<file path="src/rtl/instr_decode_queue_pkg.sv">
// Shared types for the decode stage: internal opcodes and the decoded-entry payload.
package decode_pkg;

    localparam int unsigned INSTR_W = 32;
    localparam int unsigned COND_W  = 4;
    localparam int unsigned OPC_W   = 5;
    localparam int unsigned REG_W   = 4;
    localparam int unsigned SHIFT_W = 12;
    localparam int unsigned BIMM_W  = 24;

    localparam logic [OPC_W-1:0] OP_LDST    = 5'h10;
    localparam logic [OPC_W-1:0] OP_BRANCH  = 5'h11;
    localparam logic [OPC_W-1:0] OP_MUL     = 5'h12;
    localparam logic [OPC_W-1:0] OP_INVALID = 5'h1F;

    typedef struct packed {
        logic [COND_W-1:0]  cond;
        logic [OPC_W-1:0]   opcode;
        logic [REG_W-1:0]   rn;
        logic [REG_W-1:0]   rd;
        logic [REG_W-1:0]   rm;
        logic [REG_W-1:0]   rs;
        logic               imm_op;
        logic               cpsr_write;
        logic               accumulate;
        logic               pre_post;
        logic               up_down;
        logic               byte_word;
        logic               write_back;
        logic               load_store;
        logic               link;
        logic [SHIFT_W-1:0] shifter;
        logic [BIMM_W-1:0]  branch_imm;
    } decoded_t;

endpackage

</file>
<file path="src/rtl/instr_decode_queue_if.sv">
// Fetch-side and execute-side handshake bundle for the decoded-instruction queue.
interface instr_decode_queue_if #(
    parameter int unsigned DEPTH = 4,
    parameter int unsigned PC_W  = 32
);
    localparam int unsigned CNT_W = $clog2(DEPTH + 1);

    logic              flush;
    logic              in_valid;
    logic              in_ready;
    logic [31:0]       in_instr;
    logic [PC_W-1:0]   in_pc;
    logic              out_valid;
    logic              out_ready;
    logic [PC_W-1:0]   out_pc;
    logic [3:0]        out_cond;
    logic [4:0]        out_opcode;
    logic [3:0]        out_rn;
    logic [3:0]        out_rd;
    logic [3:0]        out_rm;
    logic [3:0]        out_rs;
    logic              out_imm_op;
    logic              out_cpsr_write;
    logic              out_accumulate;
    logic              out_pre_post;
    logic              out_up_down;
    logic              out_byte_word;
    logic              out_write_back;
    logic              out_load_store;
    logic              out_link;
    logic [11:0]       out_shifter;
    logic [23:0]       out_branch_imm;
    logic [CNT_W-1:0]  count;

    // Pipeline environment (fetch + execute) side.
    modport master (
        output flush, in_valid, in_instr, in_pc, out_ready,
        input  in_ready, out_valid, out_pc, out_cond, out_opcode,
               out_rn, out_rd, out_rm, out_rs, out_imm_op, out_cpsr_write,
               out_accumulate, out_pre_post, out_up_down, out_byte_word,
               out_write_back, out_load_store, out_link, out_shifter,
               out_branch_imm, count
    );

    // Queue side.
    modport slave (
        input  flush, in_valid, in_instr, in_pc, out_ready,
        output in_ready, out_valid, out_pc, out_cond, out_opcode,
               out_rn, out_rd, out_rm, out_rs, out_imm_op, out_cpsr_write,
               out_accumulate, out_pre_post, out_up_down, out_byte_word,
               out_write_back, out_load_store, out_link, out_shifter,
               out_branch_imm, count
    );
endinterface

</file>
<file path="src/rtl/instr_decode_queue_field_decode.sv">
// Combinational ARM instruction classifier and field splitter.
module instr_field_decode
    import decode_pkg::*;
(
    input  logic [INSTR_W-1:0] instr,
    output decoded_t           dec
);

    // Priority: invalid cond, multiply, data processing, load/store, branch, invalid.
    always_comb begin
        dec      = '0;
        dec.cond = instr[31:28];
        if (instr[31:28] == 4'b1111) begin
            dec.opcode = OP_INVALID;
        end else if (instr[27:22] == 6'b000000 && instr[7:4] == 4'b1001) begin
            dec.opcode     = OP_MUL;
            dec.rd         = instr[19:16];
            dec.rn         = instr[15:12];
            dec.rs         = instr[11:8];
            dec.rm         = instr[3:0];
            dec.cpsr_write = instr[20];
            dec.accumulate = instr[21];
        end else if (instr[27:26] == 2'b00) begin
            dec.opcode     = {1'b0, instr[24:21]};
            dec.rn         = instr[19:16];
            dec.rd         = instr[15:12];
            dec.rm         = instr[3:0];
            dec.imm_op     = instr[25];
            dec.shifter    = instr[11:0];
            dec.cpsr_write = instr[20];
        end else if (instr[27:26] == 2'b01) begin
            dec.opcode     = OP_LDST;
            dec.pre_post   = instr[24];
            dec.up_down    = instr[23];
            dec.byte_word  = instr[22];
            dec.write_back = instr[21];
            dec.load_store = instr[20];
            dec.rn         = instr[19:16];
            dec.rd         = instr[15:12];
            dec.rm         = instr[3:0];
            dec.imm_op     = instr[25];
            dec.shifter    = instr[11:0];
        end else if (instr[27:25] == 3'b101) begin
            dec.opcode     = OP_BRANCH;
            dec.link       = instr[24];
            dec.branch_imm = instr[23:0];
        end else begin
            dec.opcode = OP_INVALID;
        end
    end

endmodule

</file>
<file path="src/rtl/instr_decode_queue.sv">
// Decode stage: decodes each accepted instruction and queues it with its PC tag.
module instr_decode_queue
    import decode_pkg::*;
#(
    parameter int unsigned DEPTH = 4,
    parameter int unsigned PC_W  = 32
) (
    input  logic                 clk,
    input  logic                 reset,
    instr_decode_queue_if.slave  bus
);

    localparam int unsigned PTR_W = $clog2(DEPTH);
    localparam int unsigned CNT_W = $clog2(DEPTH + 1);

    decoded_t          dec_mem [DEPTH];
    logic [PC_W-1:0]   pc_mem  [DEPTH];
    logic [PTR_W-1:0]  wr_ptr;
    logic [PTR_W-1:0]  rd_ptr;
    logic [CNT_W-1:0]  count;
    decoded_t          in_dec;
    decoded_t          head;
    logic              out_valid;
    logic              push;
    logic              pop;

    instr_field_decode u_decode (
        .instr (bus.in_instr),
        .dec   (in_dec)
    );

    assign out_valid    = (count != '0);
    assign bus.in_ready = (count < CNT_W'(DEPTH)) & ~bus.flush;
    assign push         = bus.in_valid & bus.in_ready;
    assign pop          = out_valid & bus.out_ready & ~bus.flush;

    // Storage is left unreset; only pointers and count carry validity.
    always_ff @(posedge clk) begin
        if (push) begin
            dec_mem[wr_ptr] <= in_dec;
            pc_mem[wr_ptr]  <= bus.in_pc;
        end
    end

    always_ff @(posedge clk) begin
        if (reset) begin
            wr_ptr <= '0;
            rd_ptr <= '0;
            count  <= '0;
        end else if (bus.flush) begin
            rd_ptr <= wr_ptr;
            count  <= '0;
        end else begin
            if (push) wr_ptr <= wr_ptr + PTR_W'(1);
            if (pop)  rd_ptr <= rd_ptr + PTR_W'(1);
            case ({push, pop})
                2'b10:   count <= count + CNT_W'(1);
                2'b01:   count <= count - CNT_W'(1);
                default: count <= count;
            endcase
        end
    end

    // Empty queue presents an all-zero head.
    assign head           = out_valid ? dec_mem[rd_ptr] : '0;
    assign bus.out_pc     = out_valid ? pc_mem[rd_ptr] : '0;
    assign bus.out_valid  = out_valid;
    assign bus.count      = count;

    assign bus.out_cond       = head.cond;
    assign bus.out_opcode     = head.opcode;
    assign bus.out_rn         = head.rn;
    assign bus.out_rd         = head.rd;
    assign bus.out_rm         = head.rm;
    assign bus.out_rs         = head.rs;
    assign bus.out_imm_op     = head.imm_op;
    assign bus.out_cpsr_write = head.cpsr_write;
    assign bus.out_accumulate = head.accumulate;
    assign bus.out_pre_post   = head.pre_post;
    assign bus.out_up_down    = head.up_down;
    assign bus.out_byte_word  = head.byte_word;
    assign bus.out_write_back = head.write_back;
    assign bus.out_load_store = head.load_store;
    assign bus.out_link       = head.link;
    assign bus.out_shifter    = head.shifter;
    assign bus.out_branch_imm = head.branch_imm;

endmodule
</file>
<file path="src/flat_wrapper.sv">
// flat-port wrapper written by rule: the top's interface ports become plain ports
module instr_decode_queue_flat import decode_pkg::*;
#(
    parameter int unsigned DEPTH = 4,
    parameter int unsigned PC_W  = 32
)
  (clk, reset, bus_flush, bus_in_valid, bus_in_instr, bus_in_pc, bus_out_ready, bus_in_ready, bus_out_valid, bus_out_pc, bus_out_cond, bus_out_opcode, bus_out_rn, bus_out_rd, bus_out_rm, bus_out_rs, bus_out_imm_op, bus_out_cpsr_write, bus_out_accumulate, bus_out_pre_post, bus_out_up_down, bus_out_byte_word, bus_out_write_back, bus_out_load_store, bus_out_link, bus_out_shifter, bus_out_branch_imm, bus_count);
  instr_decode_queue_if #(.DEPTH(DEPTH), .PC_W(PC_W)) bus_i ();
  input  logic clk;
  input  logic reset;
  input wire logic [$bits(bus_i.flush)-1:0] bus_flush;
  input wire logic [$bits(bus_i.in_valid)-1:0] bus_in_valid;
  input wire logic [$bits(bus_i.in_instr)-1:0] bus_in_instr;
  input wire logic [$bits(bus_i.in_pc)-1:0] bus_in_pc;
  input wire logic [$bits(bus_i.out_ready)-1:0] bus_out_ready;
  output wire logic [$bits(bus_i.in_ready)-1:0] bus_in_ready;
  output wire logic [$bits(bus_i.out_valid)-1:0] bus_out_valid;
  output wire logic [$bits(bus_i.out_pc)-1:0] bus_out_pc;
  output wire logic [$bits(bus_i.out_cond)-1:0] bus_out_cond;
  output wire logic [$bits(bus_i.out_opcode)-1:0] bus_out_opcode;
  output wire logic [$bits(bus_i.out_rn)-1:0] bus_out_rn;
  output wire logic [$bits(bus_i.out_rd)-1:0] bus_out_rd;
  output wire logic [$bits(bus_i.out_rm)-1:0] bus_out_rm;
  output wire logic [$bits(bus_i.out_rs)-1:0] bus_out_rs;
  output wire logic [$bits(bus_i.out_imm_op)-1:0] bus_out_imm_op;
  output wire logic [$bits(bus_i.out_cpsr_write)-1:0] bus_out_cpsr_write;
  output wire logic [$bits(bus_i.out_accumulate)-1:0] bus_out_accumulate;
  output wire logic [$bits(bus_i.out_pre_post)-1:0] bus_out_pre_post;
  output wire logic [$bits(bus_i.out_up_down)-1:0] bus_out_up_down;
  output wire logic [$bits(bus_i.out_byte_word)-1:0] bus_out_byte_word;
  output wire logic [$bits(bus_i.out_write_back)-1:0] bus_out_write_back;
  output wire logic [$bits(bus_i.out_load_store)-1:0] bus_out_load_store;
  output wire logic [$bits(bus_i.out_link)-1:0] bus_out_link;
  output wire logic [$bits(bus_i.out_shifter)-1:0] bus_out_shifter;
  output wire logic [$bits(bus_i.out_branch_imm)-1:0] bus_out_branch_imm;
  output wire logic [$bits(bus_i.count)-1:0] bus_count;
  assign bus_i.flush = bus_flush;
  assign bus_i.in_valid = bus_in_valid;
  assign bus_i.in_instr = bus_in_instr;
  assign bus_i.in_pc = bus_in_pc;
  assign bus_i.out_ready = bus_out_ready;
  assign bus_in_ready = bus_i.in_ready;
  assign bus_out_valid = bus_i.out_valid;
  assign bus_out_pc = bus_i.out_pc;
  assign bus_out_cond = bus_i.out_cond;
  assign bus_out_opcode = bus_i.out_opcode;
  assign bus_out_rn = bus_i.out_rn;
  assign bus_out_rd = bus_i.out_rd;
  assign bus_out_rm = bus_i.out_rm;
  assign bus_out_rs = bus_i.out_rs;
  assign bus_out_imm_op = bus_i.out_imm_op;
  assign bus_out_cpsr_write = bus_i.out_cpsr_write;
  assign bus_out_accumulate = bus_i.out_accumulate;
  assign bus_out_pre_post = bus_i.out_pre_post;
  assign bus_out_up_down = bus_i.out_up_down;
  assign bus_out_byte_word = bus_i.out_byte_word;
  assign bus_out_write_back = bus_i.out_write_back;
  assign bus_out_load_store = bus_i.out_load_store;
  assign bus_out_link = bus_i.out_link;
  assign bus_out_shifter = bus_i.out_shifter;
  assign bus_out_branch_imm = bus_i.out_branch_imm;
  assign bus_count = bus_i.count;
  instr_decode_queue #(.DEPTH(DEPTH), .PC_W(PC_W)) u_core (.clk(clk), .reset(reset), .bus(bus_i));
endmodule
</file>
<file path="config.mk">
export PLATFORM = sky130hd
export DESIGN_NAME = instr_decode_queue_flat
export DESIGN_NICKNAME = d
export VERILOG_FILES = /design/src/rtl/instr_decode_queue_pkg.sv /design/src/rtl/instr_decode_queue_if.sv /design/src/rtl/instr_decode_queue_field_decode.sv /design/src/rtl/instr_decode_queue.sv /design/src/flat_wrapper.sv
export SDC_FILE = /design/constraint.sdc
export NUM_CORES = 1
export LEC_CHECK = 0
export CAP_MARGIN = 40
export CORE_ASPECT_RATIO = 0.7
export CORE_UTILIZATION = 50
export CTS_CLUSTER_SIZE = 28
export DETAILED_ROUTE_END_ITERATION = 8
export PLACE_DENSITY = 0.7
export SYNTH_ARGS = -nofsm -noshare
export SYNTH_HDL_FRONTEND = slang
export SYNTH_SLANG_ARGS = --single-unit
</file>
<file path="constraint.sdc">
create_clock -name clk -period 4.4 [get_ports clk]
set_clock_uncertainty 0.1 [all_clocks]
set_input_delay 0.44 -clock clk [delete_from_list [all_inputs] [get_ports clk]]
set_output_delay 0.44 -clock clk [all_outputs]
set_load 0.01 [all_outputs]
</file>
* Yosys cells after proc, flatten, opt, wreduce, memory -nomap -nowiden
Memory sizes are Yosys's and may differ from the RTL's. A register that Yosys moved wholly into a read port is not among the register bits.
Index checks and enable logic that the tools add are counted.
W data, S select, Z words.
** Operators by class
- Add/sub/neg operators :: 4
- $lt $le $gt $ge :: 1
- Eq/ne operators :: 6
- Mux-type cells :: 35
- Bitwise logic cells :: 5
- Reductions and logical operators :: 8
** Operators with widths (number)
- $mux W24 :: 3
- $mux W70 :: 1
- $mux W61 :: 1
- $mux W42 :: 1
- $mux W12 :: 3
- $mux W17 :: 2
- $mux W32 :: 1
- $mux W5 :: 3
- $mux W2 :: 6
- $mux W1 :: 10
- $eq A4 B4 Y1 const B :: 2
- $mux W4 :: 2
- $logic_not A6 Y1 :: 1
- $mux W6 :: 1
- $pmux W3 S2 :: 1
- $add A2 B1 Y2 const B :: 2
- $and A1 B1 Y1 :: 4
- $eq A2 B1 Y1 const B :: 2
- $reduce_bool A2 Y1 :: 2
- $add A3 B1 Y3 const B :: 1
- $eq A3 B3 Y1 const B :: 1
- $lt A3 B3 Y1 const B :: 1
- $reduce_bool A3 Y1 :: 1
- $sub A3 B1 Y3 const B :: 1
- other kinds (6) :: 6
** Storage, ports and cells
- Bits in registers :: 7
- RAM bits :: 408
- Input bits :: 69
- Output and inout port bits :: 107
- Logic and storage cells :: 64
- Memories kept :: 2
** Memories
- u_core.dec_mem :: depth 4, bits a word 70, read ports 1, clocked after Yosys merged registers in 1, wr ports 1, RTL line instr_decode_queue.sv:16 : decoded_t dec_mem [DEPTH];
- u_core.pc_mem :: depth 4, bits a word 32, read ports 1, clocked after Yosys merged registers in 1, wr ports 1, RTL line instr_decode_queue.sv:17 : logic [PC_W-1:0] pc_mem [DEPTH];

* Depth between registers and ports, before layout
Gate-level depths: netlist of run 1.
- Word-level depth :: 7
- Gate-level depth with buffers :: 9
- Mapped depth without buffers :: 8

* Hierarchy
From an unflattened synthesis of run 1, not the netlist that was laid out.
** Second synthesis, totals
- Cell total of the unflattened synthesis :: 808
- Area total of the unflattened synthesis :: 16617.2 µm²
** Modules (own cells, without submodules)
- instr_decode_queue :: instances 1, cells each 696, area an instance 15871.5 µm², sequential area each 12431.9 µm²
- instr_field_decode :: instances 1, cells each 112, area an instance 745.7 µm², sequential area each 0.0 µm²

* Worst setup path before layout of run 1
Ideal clock, no wire load.
- Path kind :: input -> register
- Start :: in bus_flush
- End :: mem u_core.dec_mem[1][0] (netlist bit), enable pin
- Setup time :: 0.472 ns
- Arrival time :: 3.420 ns
- Required time :: 3.828 ns
- Slack :: 0.408 ns
- Stages :: 3
- Buffers on the path :: 1
- Cells stage by stage :: clkbuf_1 > nor3b_2 > and2_1
** On the way
- Word-level cells in the longest chain between the ends :: 5
** Ends and longest elaborated chain
- start: declaration :: RTL line flat_wrapper.sv:11 : input wire logic [$bits(bus_i.flush)-1:0] bus_flush;
- $not A1 Y1 :: RTL line instr_decode_queue.sv:33 : assign bus.in_ready = (count < CNT_W'(DEPTH)) & ~bus.flush;
- $and A1 B1 Y1 :: RTL line instr_decode_queue.sv:33
- $and A1 B1 Y1 :: RTL line instr_decode_queue.sv:34 : assign push = bus.in_valid & bus.in_ready;
- $mux W1 :: RTL line instr_decode_queue.sv:39 : if (push) begin
- $mux W1 (not written as such) :: RTL line instr_decode_queue.sv:40 : dec_mem[wr_ptr] <= in_dec;
- end: declaration :: RTL line instr_decode_queue.sv:16
Every way passes these cells.

==> impl_metrics.ini, run 1 <==
[synthesis]
synthCells = 805
synth_compound_area_frac = 0.005827
yosysSeqAreaShare = 0.7519
synth_fa_ha_area_frac = 0.004994
synth_top_area_cell = edfxtp_1
synth_xor_area_frac = 0.002649
yosys.area_share.simple = 0.07242
synth_top_family_by_area = multiplexers
ys_warn_count = 0
ys_ff_latch = 417
yosysMostFrequentCell = edfxtp_1
synth_cell_type_count = 32
synthTopCellsByCount = edfxtp_1 (408), and2_1 (113), mux4_2 (102)
avgSynthCellArea_um2 = 20.54
ys_async_sr_fraction = 0
synthMuxAreaShare = 0.1444
synth_area_um2 = 16530
synth_top_area_frac = 0.7410
synth_ff_type = edfxtp_1
synthTopCellsByArea = edfxtp_1 (74%), mux4_2 (14%), and2_1 (4.3%), and3_1 (1.8%), dfxtp_1 (1.1%)
synth-edff-count = 408
synth_nets = 880

[clocking]
clock_sinks = 417
htree_num_levels = 2
cts.clk_slew.worst_paths_ns = 0.06
cts-root-buf = clkbuf_16
clk_path_buf_depth = 3
clk-insertion-delay-late_ns = 0.52
post_cts_resized = 0
holdBufCountCts = 0
numCtsBuffers = 40
cts_tree = yes
cts_setup_buffers = 0

[hold_path]
hold_path_end = u_core.pc_mem[1][8]
min_from = bus_in_pc[8]
hold_class = in -> reg
hold_depth = 1

[critical_path]
cp_slowest_cell = dfxtp_4
crit_arrival_ns = 2.98
worstReg2RegStart = u_core.bus.count[2]
path_buf_inv = 2
required_ns = 3.86
crit_fanout = 25
reg2regPathDepth = 3
worstSetupPathType = reg -> out
reg2reg_slack_ns = 2.06
crit_path_cell_trace = buf_4 > mux4_2 > and2_1 > clkdlybuf4s50_1
start_kind = register
cp_top_family = buffers and inverters
cp_slowest_stage_delay_ns = 0.64
reg2reg_to = u_core.pc_mem[3][28]
cp-end-kind = output port

[layout]
area_delta_synth_final_pct = 21.13
final.fill_count = 2296
final_util = 0.6179
drive_above_1_share = 0.1797
nNetsFinal = 1072
insertedDiodeCount = 0
final_cells = 1451

[place]
dp_hpwl_um = 21350
io_buffers = 175
dp_slack_ns = 1.295
dp_cells = 1382
gp_congestion = 0.7169

[global_routing]
grt_pass1_vias = 8424
antenna_found_initial = 1
grt_max_degree = 57
grt_overflow = 0
grt_pass1_wl_um = 51440
track_usage = 0.2063

[routing]
vias_per_cell = 5.666
wl_per_cell_um = 23.56
dr_total_vias = 8221
drc = 0
wirelength_um = 34190
dr.pass1.iters = 5
drt_iter0_markers = 703
drtAntennaViolNets = 0

[outcome]
status = finished clean

[floorplan]
start_util = 0.5101
pin_count = 176
fp-row-count = 55
die_area_um2 = 33810
core_area_um2 = 32410
die_h_um = 154.1
die_width_um = 219.4

[pwr]
ir_worst_vdd_v = 0.0002187
p_per_area_nw_per_um2 = 412.0
p_leak_nw = 6.583

[run]
max-cap-violations = 0

[timing]
setup-tns-final_ns = 0
min_period_ns = 3.515
setup_violations = 0
worst_pin_slew_ns = 0.7244
min_period_over_period = 0.7989
fin_hold_ws_ns = 0.4554
rsz0062_at_grt = no
finalMaxSlewViolations = 0
finalHoldViolCount = 0
max_slew_margin = 0.5171
layout_setup_ws_ns = 0.8847
max_freq_mhz = 284.5
layout by cell type (no fill, tap or decap), types with 2 or more instances in the layout:
| cell | instances |
|---|---|
| edfxtp_1 | 408 |
| xor2_1 | 2 |
| nor3_1 | 2 |
| clkinv_2 | 7 |
| nor2_1 | 6 |
| o21ai_0 | 4 |
| clkbuf_1 | 8 |
| ha_1 | 5 |
| buf_4 | 16 |
| inv_1 | 7 |
| and2_1 | 109 |
| dfxtp_4 | 2 |
| mux2i_1 | 9 |
| clkbuf_16 | 41 |
| bufinv_16 | 2 |
| dfxtp_1 | 7 |
| a21oi_1 | 6 |
| xnor2_1 | 3 |
| o21a_1 | 2 |
| buf_12 | 7 |
| mux4_2 | 102 |
| and2_4 | 4 |
| clkinv_1 | 10 |
| nand3b_1 | 8 |
| clkdlybuf4s50_1 | 175 |
| nand3_1 | 2 |
| and3_1 | 48 |
| nand2_1 | 9 |
layer usage:
metal  share of wire  GRT usage  wire length, um  up-vias
met3           0.063    0.04115             2160       36
met5               0          0                0        -
met2            0.46     0.3137            15680      286
met1            0.46     0.3107            15880     4285
li1                -          -                -     3614
met4           0.014    0.04630              469        0
worst reg2reg max path, cell delays in order, from the launching register on:
cell,delay (ns)
dfxtp_1,0.37
nor3b_2,0.47
and2_4,0.70
buf_12,0.34
power by group:
group | leakage, nW | switching, W | internal (W)
Combinational | 2.13 | 0.000288 | 0.000301
Sequential | 3.86 | 0.0000353 | 0.00445
Clock | 0.591 | 0.00136 | 0.00182
Total | 6.58 | 0.00169 | 0.00657
worst max-delay path by stage:
stage | startpoint | end | slack (ns) | cells past startpoint
6_report | register | bus_out_pc[12] | 0.88 | 4
5_1_grt | register | bus_out_pc[16] | 0.67 | 4
4_1_cts | register | bus_out_pc[3] | 0.79 | 4
3_5_place_dp | bus_flush | u_core.pc_mem[3][21] | 1.29 | 4
3_3_place_gp | bus_flush | u_core.pc_mem[3][29] | 1.32 | 4
2_1_floorplan | bus_flush | u_core.dec_mem[1][0] | 0.41 | 3
per-stage QoR:
step                      total power [W]  area [um^2]
after floorplan                  0.004893        16530
after global placement           0.005155        18830
after detailed placement         0.005165        18830
after CTS                        0.008328        20030
after global routing             0.008494        20030
final                            0.008252        20030
layout make-up:
cell class	instances	area (um^2)	area share
flip-flops and latches	417	12440	0.6211
clock inverters	20	141.4	0.007059
inverters	7	26.28	0.001312
clock buffers	49	1056	0.05273
multi-input cells	333	3819	0.1907
well taps	427	534.3	0.02668
repair buffers	198	2012	0.1005
registers in the layout, indices dropped and copies added, names as in the netlist, named ones only:
register and count:
u_core.rd_ptr 2, u_core.dec_mem 280, u_core.wr_ptr 2, u_core.pc_mem 128
u_core.bus.count 3
logic make-up after synthesis:
kind of cell	after synthesis
and+or+nand+nor	195
DFF	417
buffers and inverters	55
muxes	111
AOI/OAI and AO/OA	16
adders and majority gates	6
xor gates and xnor gates	5
Power figures use the tool's default switching activity.
==> run 2: changes to the inputs <==
Settings changed: PLACE_DENSITY 0.7 to 0.73.
Clock period 4.4 ns to 3.1 ns, I/O delays scaled along.
==> impl_metrics.ini, run 2 (synthesized netlist as in run 1, its figures left out) <==
[layout]
regMostFlops = u_core.dec_mem
largest_reg_flops = 280
reg_top3 = u_core.dec_mem (280), u_core.pc_mem (128), u_core.bus.count (3)
final_common_cell = edfxtp_1
insertedDiodeCount = 0
final_cell_mix = edfxtp_1 (408), clkdlybuf4s50_1 (175), and2_1 (109)
drive_above_1_share = 0.2069
nNetsFinal = 1095
area_delta_synth_final_pct = 23.69

[routing]
wirelength_um = 34960
vias_per_cell = 5.720
drtAntennaViolNets = 0
met1_length_um = 15460
drt_iter0_markers = 799
dr.pass1.iters = 5
wl_per_cell_um = 23.68
dr_total_vias = 8443
drc = 0
wl_met2_um = 16160
top_signal_layer_used = met4
met3_length_um = 2766

[clocking]
htree_num_levels = 2
clock_sinks = 417
holdBufCountCts = 0
clk_path_buf_depth = 3
numCtsBuffers = 39
cts_tree = yes
clk-insertion-delay-late_ns = 0.53
cts-root-buf = clkbuf_16
cts.clk_slew.worst_paths_ns = 0.06

[floorplan]
die_area_um2 = 33810
start_util = 0.5101
fp-row-count = 55
die_h_um = 154.1
die_width_um = 219.4
pin_count = 176
core_area_um2 = 32410

[timing]
finalMaxSlewViolations = 0
finalHoldViolCount = 0
max_slew_margin = 0.6483
setup_violations = 0
setup-tns-final_ns = 0
worst_pin_slew_ns = 0.5275
min_period_ns = 2.973
max_freq_mhz = 336.4
rsz0062_at_grt = no
min_period_over_period = 0.9590

[critical_path]
worstSetupPathType = reg -> out
start_kind = register
crit_arrival_ns = 2.56
crit_fanout = 29
cp-end-kind = output port
required_ns = 2.69

[pwr]
ir_worst_vdd_v = 0.0004476
p_leak_nw = 6.782
p_per_area_nw_per_um2 = 593.2
total_power_w = 0.01213

[global_routing]
grt_overflow = 0
grt_pass1_wl_um = 53040
antenna_found_initial = 1
grt_pass1_vias = 8719
grt_max_degree = 55
track_usage = 0.2120

[run]
max-cap-violations = 0

[place]
io_buffers = 175
dp_hpwl_um = 21950
gp_congestion = 0.7213

[outcome]
status = finished clean

[hold_path]
hold_class = in -> reg
[run 2: cell count changes in the layout (fill, tap and decap cells not counted), sizes merged]
| cell | change |
|---|---|
| buf | +24 |
| clkinvlp | +4 |
| clkinv | -5 |
| bufinv | +3 |
| inv | -1 |
[run 2: per-stage QoR]
step	cell area (um^2)	util	setup slack, ns	cells	hold slack (ns)
after floorplan	16540	-	0.3521	805	0.2824
after global placement	19090	0.5891	0.4737	1402	0.4422
after detailed placement	19090	0.5891	0.4220	1402	0.4719
after CTS	20450	0.6310	0.08613	1476	0.2929
after global routing	20450	0.6310	0.02162	1476	0.3240
final	20450	0.6310	0.1271	1476	0.3176
[run 2: layout make-up]
type	instances	area, um^2
Tap cell	427	534.3
Clock inverter	21	237.7
Clock buffer	49	1086
Sequential cell	417	12440
Multi-Input combinational cell	333	3822
Fill cell	2239	11960
Inverter	7	26.28
Timing Repair Buffer	222	2305
[run 2: worst max-delay path: stages, from the launching register on]
cell and delay (ns):
dfxtp_4 0.46, buf_12 0.27, mux4_2 0.53, and2_1 0.21, clkdlybuf4s50_1 0.50
[run 2: power breakdown]
part / internal [W] / switching (W) / total [W]
Combinational: 0.000456 / 0.000422 / 0.000878
Sequential: 0.00631 / 0.0000350 / 0.00634
Clock: 0.00290 / 0.00200 / 0.00491
Total: 0.00967 / 0.00246 / 0.0121
[run 2: repair_timing]
| item | in CTS | in global routing |
|---|---|---|
| buffers inserted | 4 | 0 |
| resized for setup | 1 | 0 |
| endpoints found under the setup margin | 34 | 0 |
[run 2: layer usage]
metal	vias to the layer above	GRT usage
met3	52	0.04590
met1	4354	0.3215
met2	369	0.3156
met5	-	0
li1	3668	-
met4	0	0.05060
[run 2: path summary, 6_finish.rpt]
kind | startpoint | end | slack, ns | cells after the start
max | register | bus_out_rs[3] | 0.13 | 4
min | bus_in_pc[22] | u_core.pc_mem[0][22] | 0.32 | 1
max reg2reg | u_core.bus.count[2] | u_core.bus.count[2] | 0.91 | 8
min reg2reg | u_core.wr_ptr[0] | u_core.wr_ptr[0] | 0.49 | 2
==> run 3: changes to the inputs <==
Settings changed: SLEW_MARGIN from default to 10.
==> results of run 3 <==
No change in the layout: final DEF, timing and power equal those of run 2.
